===== config.mk =====
export PLATFORM = sky130hd
export DESIGN_NAME = fetch_queue
export DESIGN_NICKNAME = d
export VERILOG_FILES = /design/src/rtl/fetch_queue.sv
export SDC_FILE = /design/constraint.sdc
export NUM_CORES = 1
export LEC_CHECK = 0
export CAP_MARGIN = 40
export CORE_MARGIN = 2
export CORE_UTILIZATION = 60
export DETAILED_ROUTE_END_ITERATION = 8
export PLACE_DENSITY = 0.91
export SLEW_MARGIN = 10
export SYNTH_ARGS = -nofsm -noshare
export SYNTH_HDL_FRONTEND = slang
export SYNTH_SLANG_ARGS = --single-unit

===== constraint.sdc =====
create_clock -name clk -period 7.7 [get_ports clk]
set_clock_uncertainty 0.1 [all_clocks]
set_input_delay 0.77 -clock clk [delete_from_list [all_inputs] [get_ports clk]]
set_output_delay 0.77 -clock clk [all_outputs]
set_load 0.01 [all_outputs]

===== src/rtl/fetch_queue.sv =====
`default_nettype none
// +--------------------------------------------------------------------------+
// | fetch_queue : LC-3b fetch front end (fetch PC, memory read handshake,    |
// |               DEPTH-entry instruction FIFO, redirect/flush).             |
// | Optional macro FETCH_PERF_EN adds saturating fetch/flush counters.       |
// | Revision    : 1.0                                                        |
// +--------------------------------------------------------------------------+
module fetch_queue #(
   parameter int               WIDTH    = 16,
   parameter int               DEPTH    = 4,
   parameter logic [WIDTH-1:0] RESET_PC = '0,
   parameter int               PC_INC   = 2
) (
   input  logic             clk,
   input  logic             rst_n,
   output logic             mem_read,
   output logic [WIDTH-1:0] mem_address,
   input  logic [WIDTH-1:0] mem_rdata,
   input  logic             mem_resp,
   input  logic             redirect,
   input  logic [WIDTH-1:0] redirect_pc,
   output logic             ir_valid,
   input  logic             ir_ready,
   output logic [WIDTH-1:0] ir_out,
   output logic [WIDTH-1:0] ir_pc
`ifdef FETCH_PERF_EN
   ,
   output logic [31:0]      perf_fetch_cnt,
   output logic [31:0]      perf_flush_cnt
`endif
);

   localparam int                 PTR_W = $clog2(DEPTH);
   localparam int                 CNT_W = PTR_W + 1;
   localparam logic [CNT_W-1:0]   FULL  = CNT_W'(DEPTH);
   localparam logic [WIDTH-1:0]   INC   = WIDTH'(PC_INC);

   typedef enum logic [1:0] {
      S_IDLE  = 2'd0,
      S_REQ   = 2'd1,
      S_DRAIN = 2'd2
   } state_t;

   state_t             state_q, state_d;
   logic               mem_read_q, mem_read_d;
   logic [WIDTH-1:0]   addr_q, addr_d;
   logic [WIDTH-1:0]   fpc_q, fpc_d;
   logic [PTR_W-1:0]   rd_ptr_q, rd_ptr_d;
   logic [PTR_W-1:0]   wr_ptr_q, wr_ptr_d;
   logic [CNT_W-1:0]   count_q, count_d, count_mid;
   logic               ir_valid_q, ir_valid_d;
   logic [WIDTH-1:0]   ir_out_q, ir_out_d;
   logic [WIDTH-1:0]   ir_pc_q, ir_pc_d;
   logic [2*WIDTH-1:0] fifo_q [DEPTH];
   logic               push, pop;
   logic [WIDTH-1:0]   fpc_inc;

   always_comb begin
      push       = (state_q == S_REQ) && mem_resp && !redirect;
      pop        = ir_valid_q && ir_ready && !redirect;
      fpc_inc    = fpc_q + INC;
      count_mid  = count_q - CNT_W'(pop);

      rd_ptr_d   = rd_ptr_q;
      wr_ptr_d   = wr_ptr_q;
      count_d    = count_q;
      ir_valid_d = ir_valid_q;
      ir_out_d   = ir_out_q;
      ir_pc_d    = ir_pc_q;

      if (redirect) begin
         rd_ptr_d   = '0;
         wr_ptr_d   = '0;
         count_d    = '0;
         ir_valid_d = 1'b0;
      end else begin
         rd_ptr_d   = rd_ptr_q + PTR_W'(pop);
         wr_ptr_d   = wr_ptr_q + PTR_W'(push);
         count_d    = count_mid + CNT_W'(push);
         ir_valid_d = (count_d != '0);
         // Head comes from storage unless the FIFO drained and the new word bypasses it.
         if (count_mid != '0) begin
            {ir_pc_d, ir_out_d} = fifo_q[rd_ptr_d];
         end else if (push) begin
            ir_pc_d  = fpc_q;
            ir_out_d = mem_rdata;
         end
      end

      state_d    = state_q;
      mem_read_d = mem_read_q;
      addr_d     = addr_q;
      fpc_d      = fpc_q;

      case (state_q)
         S_IDLE: begin
            if (redirect) begin
               fpc_d = redirect_pc;
            end else if (count_q < FULL) begin
               state_d    = S_REQ;
               mem_read_d = 1'b1;
               addr_d     = fpc_q;
            end
         end
         S_REQ: begin
            if (redirect) begin
               fpc_d = redirect_pc;
               if (mem_resp) begin
                  addr_d = redirect_pc;
               end else begin
                  state_d = S_DRAIN;
               end
            end else if (mem_resp) begin
               fpc_d  = fpc_inc;
               addr_d = fpc_inc;
               if (count_d >= FULL) begin
                  state_d    = S_IDLE;
                  mem_read_d = 1'b0;
               end
            end
         end
         S_DRAIN: begin
            // The outstanding response belongs to a flushed stream; wait it out, then drop it.
            if (redirect) begin
               fpc_d = redirect_pc;
            end
            if (mem_resp) begin
               if (redirect) begin
                  state_d    = S_IDLE;
                  mem_read_d = 1'b0;
               end else begin
                  state_d = S_REQ;
                  addr_d  = fpc_q;
               end
            end
         end
         default: begin
            state_d    = S_IDLE;
            mem_read_d = 1'b0;
         end
      endcase
   end

   always_ff @(posedge clk or negedge rst_n) begin
      if (!rst_n) begin
         state_q    <= S_IDLE;
         mem_read_q <= 1'b0;
         addr_q     <= RESET_PC;
         fpc_q      <= RESET_PC;
         rd_ptr_q   <= '0;
         wr_ptr_q   <= '0;
         count_q    <= '0;
         ir_valid_q <= 1'b0;
         ir_out_q   <= '0;
         ir_pc_q    <= '0;
      end else begin
         state_q    <= state_d;
         mem_read_q <= mem_read_d;
         addr_q     <= addr_d;
         fpc_q      <= fpc_d;
         rd_ptr_q   <= rd_ptr_d;
         wr_ptr_q   <= wr_ptr_d;
         count_q    <= count_d;
         ir_valid_q <= ir_valid_d;
         ir_out_q   <= ir_out_d;
         ir_pc_q    <= ir_pc_d;
      end
   end

   always_ff @(posedge clk) begin
      if (push) begin
         fifo_q[wr_ptr_q] <= {fpc_q, mem_rdata};
      end
   end

   assign mem_read    = mem_read_q;
   assign mem_address = addr_q;
   assign ir_valid    = ir_valid_q;
   assign ir_out      = ir_out_q;
   assign ir_pc       = ir_pc_q;

`ifdef FETCH_PERF_EN
   logic [31:0] perf_fetch_q, perf_fetch_d;
   logic [31:0] perf_flush_q, perf_flush_d;

   always_comb begin
      perf_fetch_d = perf_fetch_q;
      perf_flush_d = perf_flush_q;
      if (push && (perf_fetch_q != 32'hFFFF_FFFF)) begin
         perf_fetch_d = perf_fetch_q + 32'd1;
      end
      if (redirect && (perf_flush_q != 32'hFFFF_FFFF)) begin
         perf_flush_d = perf_flush_q + 32'd1;
      end
   end

   always_ff @(posedge clk or negedge rst_n) begin
      if (!rst_n) begin
         perf_fetch_q <= '0;
         perf_flush_q <= '0;
      end else begin
         perf_fetch_q <= perf_fetch_d;
         perf_flush_q <= perf_flush_d;
      end
   end

   assign perf_fetch_cnt = perf_fetch_q;
   assign perf_flush_cnt = perf_flush_q;
`endif

endmodule
`default_nettype wire


==> results.txt <==
----------------------------------------------------
[Yosys]
  Post-synthesis share of cell area spent on xor and xnor gates ... 0.961%
  Synth warnings ... 0
  Net count after synthesis ... 663
  Most frequent cell after synthesis ... sky130_fd_sc_hd__edfxtp_1
  Cell taking the most area after synthesis ... sky130_fd_sc_hd__edfxtp_1
  Area share of and/or/nand/nor cells after synthesis ... 8.46%
  Synthesized cell area ... 8730 sq um
  Ys flop type ... sky130_fd_sc_hd__edfxtp_1
  Area share of the largest cell type after synthesis ... 44.0%
  Syn Inst Count ... 619
  Seq/Total Area, Yosys ... 65.6%
  Number of synthesized register bits ... 203
  Adder-cell area share of the yosys netlist ... 1.00%
  Avg Inst Size Synth ... 14.1 sq um
  Post-synthesis compound-gate area fraction ... 8.60%
  Async S/R FF share, synth ... 36.9%
  Count of distinct cell types in the synthesized netlist ... 56
  Number of flops mapped to enable cells by yosys ... 128
  Dominant cells by area after synthesis ... sky130_fd_sc_hd__edfxtp_1 44%, sky130_fd_sc_hd__dfrtp_1 22%, sky130_fd_sc_hd__mux4_2 8.3%, sky130_fd_sc_hd__mux2i_1 4.2%, sky130_fd_sc_hd__o21ai_0 3.0%
  Synth cell count leaders ... 128 x sky130_fd_sc_hd__edfxtp_1, 75 x sky130_fd_sc_hd__dfrtp_1, 67 x sky130_fd_sc_hd__nand2_1
  Post-synthesis mux area share ... 12.9%
  Largest family of logic cells by synthesized area ... multiplexers

[Detailed routing]
  Vias ... 5585
  Number of DRC markers in iteration 0 ... 558
  Detailed-route wire length ... 19200 um
  Remaining DRCs ... 0
  Post-route ant nets ... 0
  Post-detailed-route via-to-cell ratio ... 6.23
  First-pass detailed-route iteration total ... 5
  Post-DR wirelength/cell ... 21.4 um

[Worst setup path]
  Data arrival time at the worst-slack endpoint ... 3.96 ns
  List of cells traversed by the critical path ... clkdlybuf4s50_1, buf_4, nor2_1, ha_1, ha_1, xor2_1, nor3_4, buf_4, a21o_2, buf_12, nand2_1, o21ai_0
  Startpoint-to-endpoint class of the critical path ... in -> reg
  Critical-path maximum fanout ... 52
  Worst setup EP type ... register
  Instance count on the critical path ... 12
  Data required time of the critical path ... 7.98 ns
  R2r worst-path depth ... 10
  Max stage delay on crit path ... 0.55 ns
  Buffers & Inverters on Critical Path ... 4
  Category of cells accounting for the largest share of critical-path delay ... buffers and inverters
  Kind of start point of the critical path ... input pin
  Slowest library cell on the worst path ... sky130_fd_sc_hd__buf_4

[Finish]
  P&R area growth vs syn ... 20.0%
  Share of the core filled with cells in the final layout ... 72.9%
  Net total in the final layout ... 742
  Share of layout cells above drive strength 1 ... 13.3%
  Register area ... 5720 sq um
  Fill cell instance count of the final layout ... 845
  Count of inserted antenna diode cells ... 0
  Area of combinational cells with multiple inputs ... 2830 sq um

[Clocking]
  Hold-fix buffers, CTS ... 0
  Clock latency on the worst-skew pair ... 0.50 ns
  Root buffer cell ... sky130_fd_sc_hd__clkbuf_16
  Clock tree from TritonCTS ... yes
  CTS clock-pin slew for the worst setup and hold paths ... 0.06 ns
  Resized Gates After CTS ... 0
  CTS Sinks ... 203
  Count of buffers added by post-CTS timing repair for setup ... 0
  Buffer levels on the longest clock path ... 3
  H-Tree Level Count ... 1
  CTS buffer count ... 21

[STA]
  Hold violation count in the final report ... 0
  Final Cycle Share ... 47.7%
  Final sum of negative setup slack ... 0 ns
  Unrepaired setup endpoints after global routing ... false
  Slew Viols, Final ... 0
  Highest achievable clock rate ... 0.272 GHz
  Worst Hold Margin ... 0.100 ns
  Final min period ... 3.68 ns
  Relative slew slack ... 47.0%
  Final count of negative-setup-slack endpoints ... 0
  Worst slew pin tran ... 0.793 ns
  Slack of the critical path ... 4.02 ns

[Run]
  Max-capacitance violation count ... 0

[Pwr]
  Static leakage ... 3.94 nW
  Highest ir drop seen on vdd ... 278 uV
  Total power per unit cell area ... 319 nW/um^2

[Die]
  Die Y-Extent ... 125 um
  Placeable core area ... 14400 sq um
  Die Footprint ... 15500 sq um
  Num rows ... 44
  Die width ... 125 um
  Initial core utilization ... 60.7%
  Count of pins on the block boundary ... 87

[Global route]
  Wire length of the first global-routing pass ... 31100 um
  Vias in the first global route ... 5797
  Initial antenna violation count ... 0
  GRT Total Usage ... 25.0%
  Maximum number of pins on one net before global-route repair ... 53
  Residual overflow from global routing ... 0

[Hold path]
  Worst min path class ... in -> async

[Placement]
  HPWL Detailed ... 11800 um
  Post-placement setup slack ... 3.60 ns
  Placer Congestion ... 0.896
  Count of input and output buffers ... 86

[Run status]
  Outcome ... finished clean

----------------------------------------------------
==> worst paths after layout <==
path                            startpoint          to  slack (ns)
worst max-delay path              redirect   ir_pc[14]        4.02
worst min-delay path                 rst_n  ir_out[10]        0.10
worst max register to register  state_q[0]    mem_read        4.28
worst min register to register   ir_out[5]   ir_out[5]        0.38
max in group asynchronous            rst_n   fpc_q[10]        6.79
min in group clk                 ir_out[5]   ir_out[5]        0.38
==> final cells by class <==
cell class | instances | share of cell area, %
clock buffer | 24 | 5.32
multi-input combinational | 366 | 27.0
sequential | 203 | 54.6
timing repair buffer | 98 | 9.56
tap | 184 | 2.20
clock inverter | 14 | 0.992
inverter | 8 | 0.287
==> cell families (layout without fill, tap and decap cells) <==
logic type      Yosys count  in the layout
mux                      72             72
compound gates          124            124
buf+inv                  50            144
fa+ha+maj                 7              7
flops                   203            203
simple gates            155            155
xor+xnor                  8              8
==> layout by cell type (no fill, tap or decap), drive strengths merged, types with 3 or more instances in the layout <==
cell	netlist	final
clkbuf	14	24
o21ai	55	55
nand3b	3	3
and3	5	5
clkdlybuf4s50	0	85
a21oi	24	24
o221ai	5	5
a221oi	3	3
nand2b	7	7
a31oi	6	6
mux2	3	3
nand2	67	67
buf	28	13
ha	7	7
inv	7	8
edfxtp	128	128
dfrtp	75	75
mux4	32	32
xnor2	5	5
nor2b	8	8
clkinv	1	13
nor2	37	37
nand3	9	9
o21a	5	5
nor3	7	7
o22ai	4	4
mux2i	37	37
a311oi	3	3
o211ai	4	4
==> sequential cells by signal, summed over array words and instances (netlist names) <==
name / flops
fifo_q: 128
fpc_q: 16
mem_read: 1
wr_ptr_q: 2
rd_ptr_q: 2
mem_address: 16
ir_valid: 1
ir_pc: 16
count_q: 3
ir_out: 16
state_q: 2
==> worst register-to-register path, delay by kind of cell, from the launching register on <==
| family | cells | cell delay [ns] |
|---|---|---|
| xor gates and xnor gates | 1 | 0.23 |
| DFF | 1 | 0.70 |
| and+or+nand+nor | 4 | 1.31 |
| AOI/OAI and AO/OA | 2 | 0.35 |
| adders and majority gates | 2 | 0.36 |
| buffers and inverters | 1 | 0.26 |
==> stage by stage <==
| stage | cell area (sq um) | power (mW) | cells |
|---|---|---|---|
| floorplan | 8730 | 1.96 | 619 |
| global placement | 9740 | 2.34 | 856 |
| detailed placement | 9810 | 2.39 | 859 |
| CTS | 10500 | 3.36 | 897 |
| global route | 10500 | 3.50 | 897 |
| finish | 10500 | 3.34 | 897 |
==> power by group <==
| part | internal, mW | switching, mW |
|---|---|---|
| clock network | 0.555 | 0.407 |
| registers | 1.34 | 0.160 |
| logic | 0.450 | 0.428 |
| total | 2.34 | 0.996 |
==> per-layer routing <==
layer | wire length [um] | global-route usage [%] | vias to the layer above
li1 | - | - | 2493
met1 | 7960 | 34.5 | 2797
met2 | 9490 | 41.4 | 262
met3 | 1390 | 4.85 | 33
met4 | 351 | 6.87 | 0
met5 | 0 | 0 | -
(Power assumes the default switching activity.)
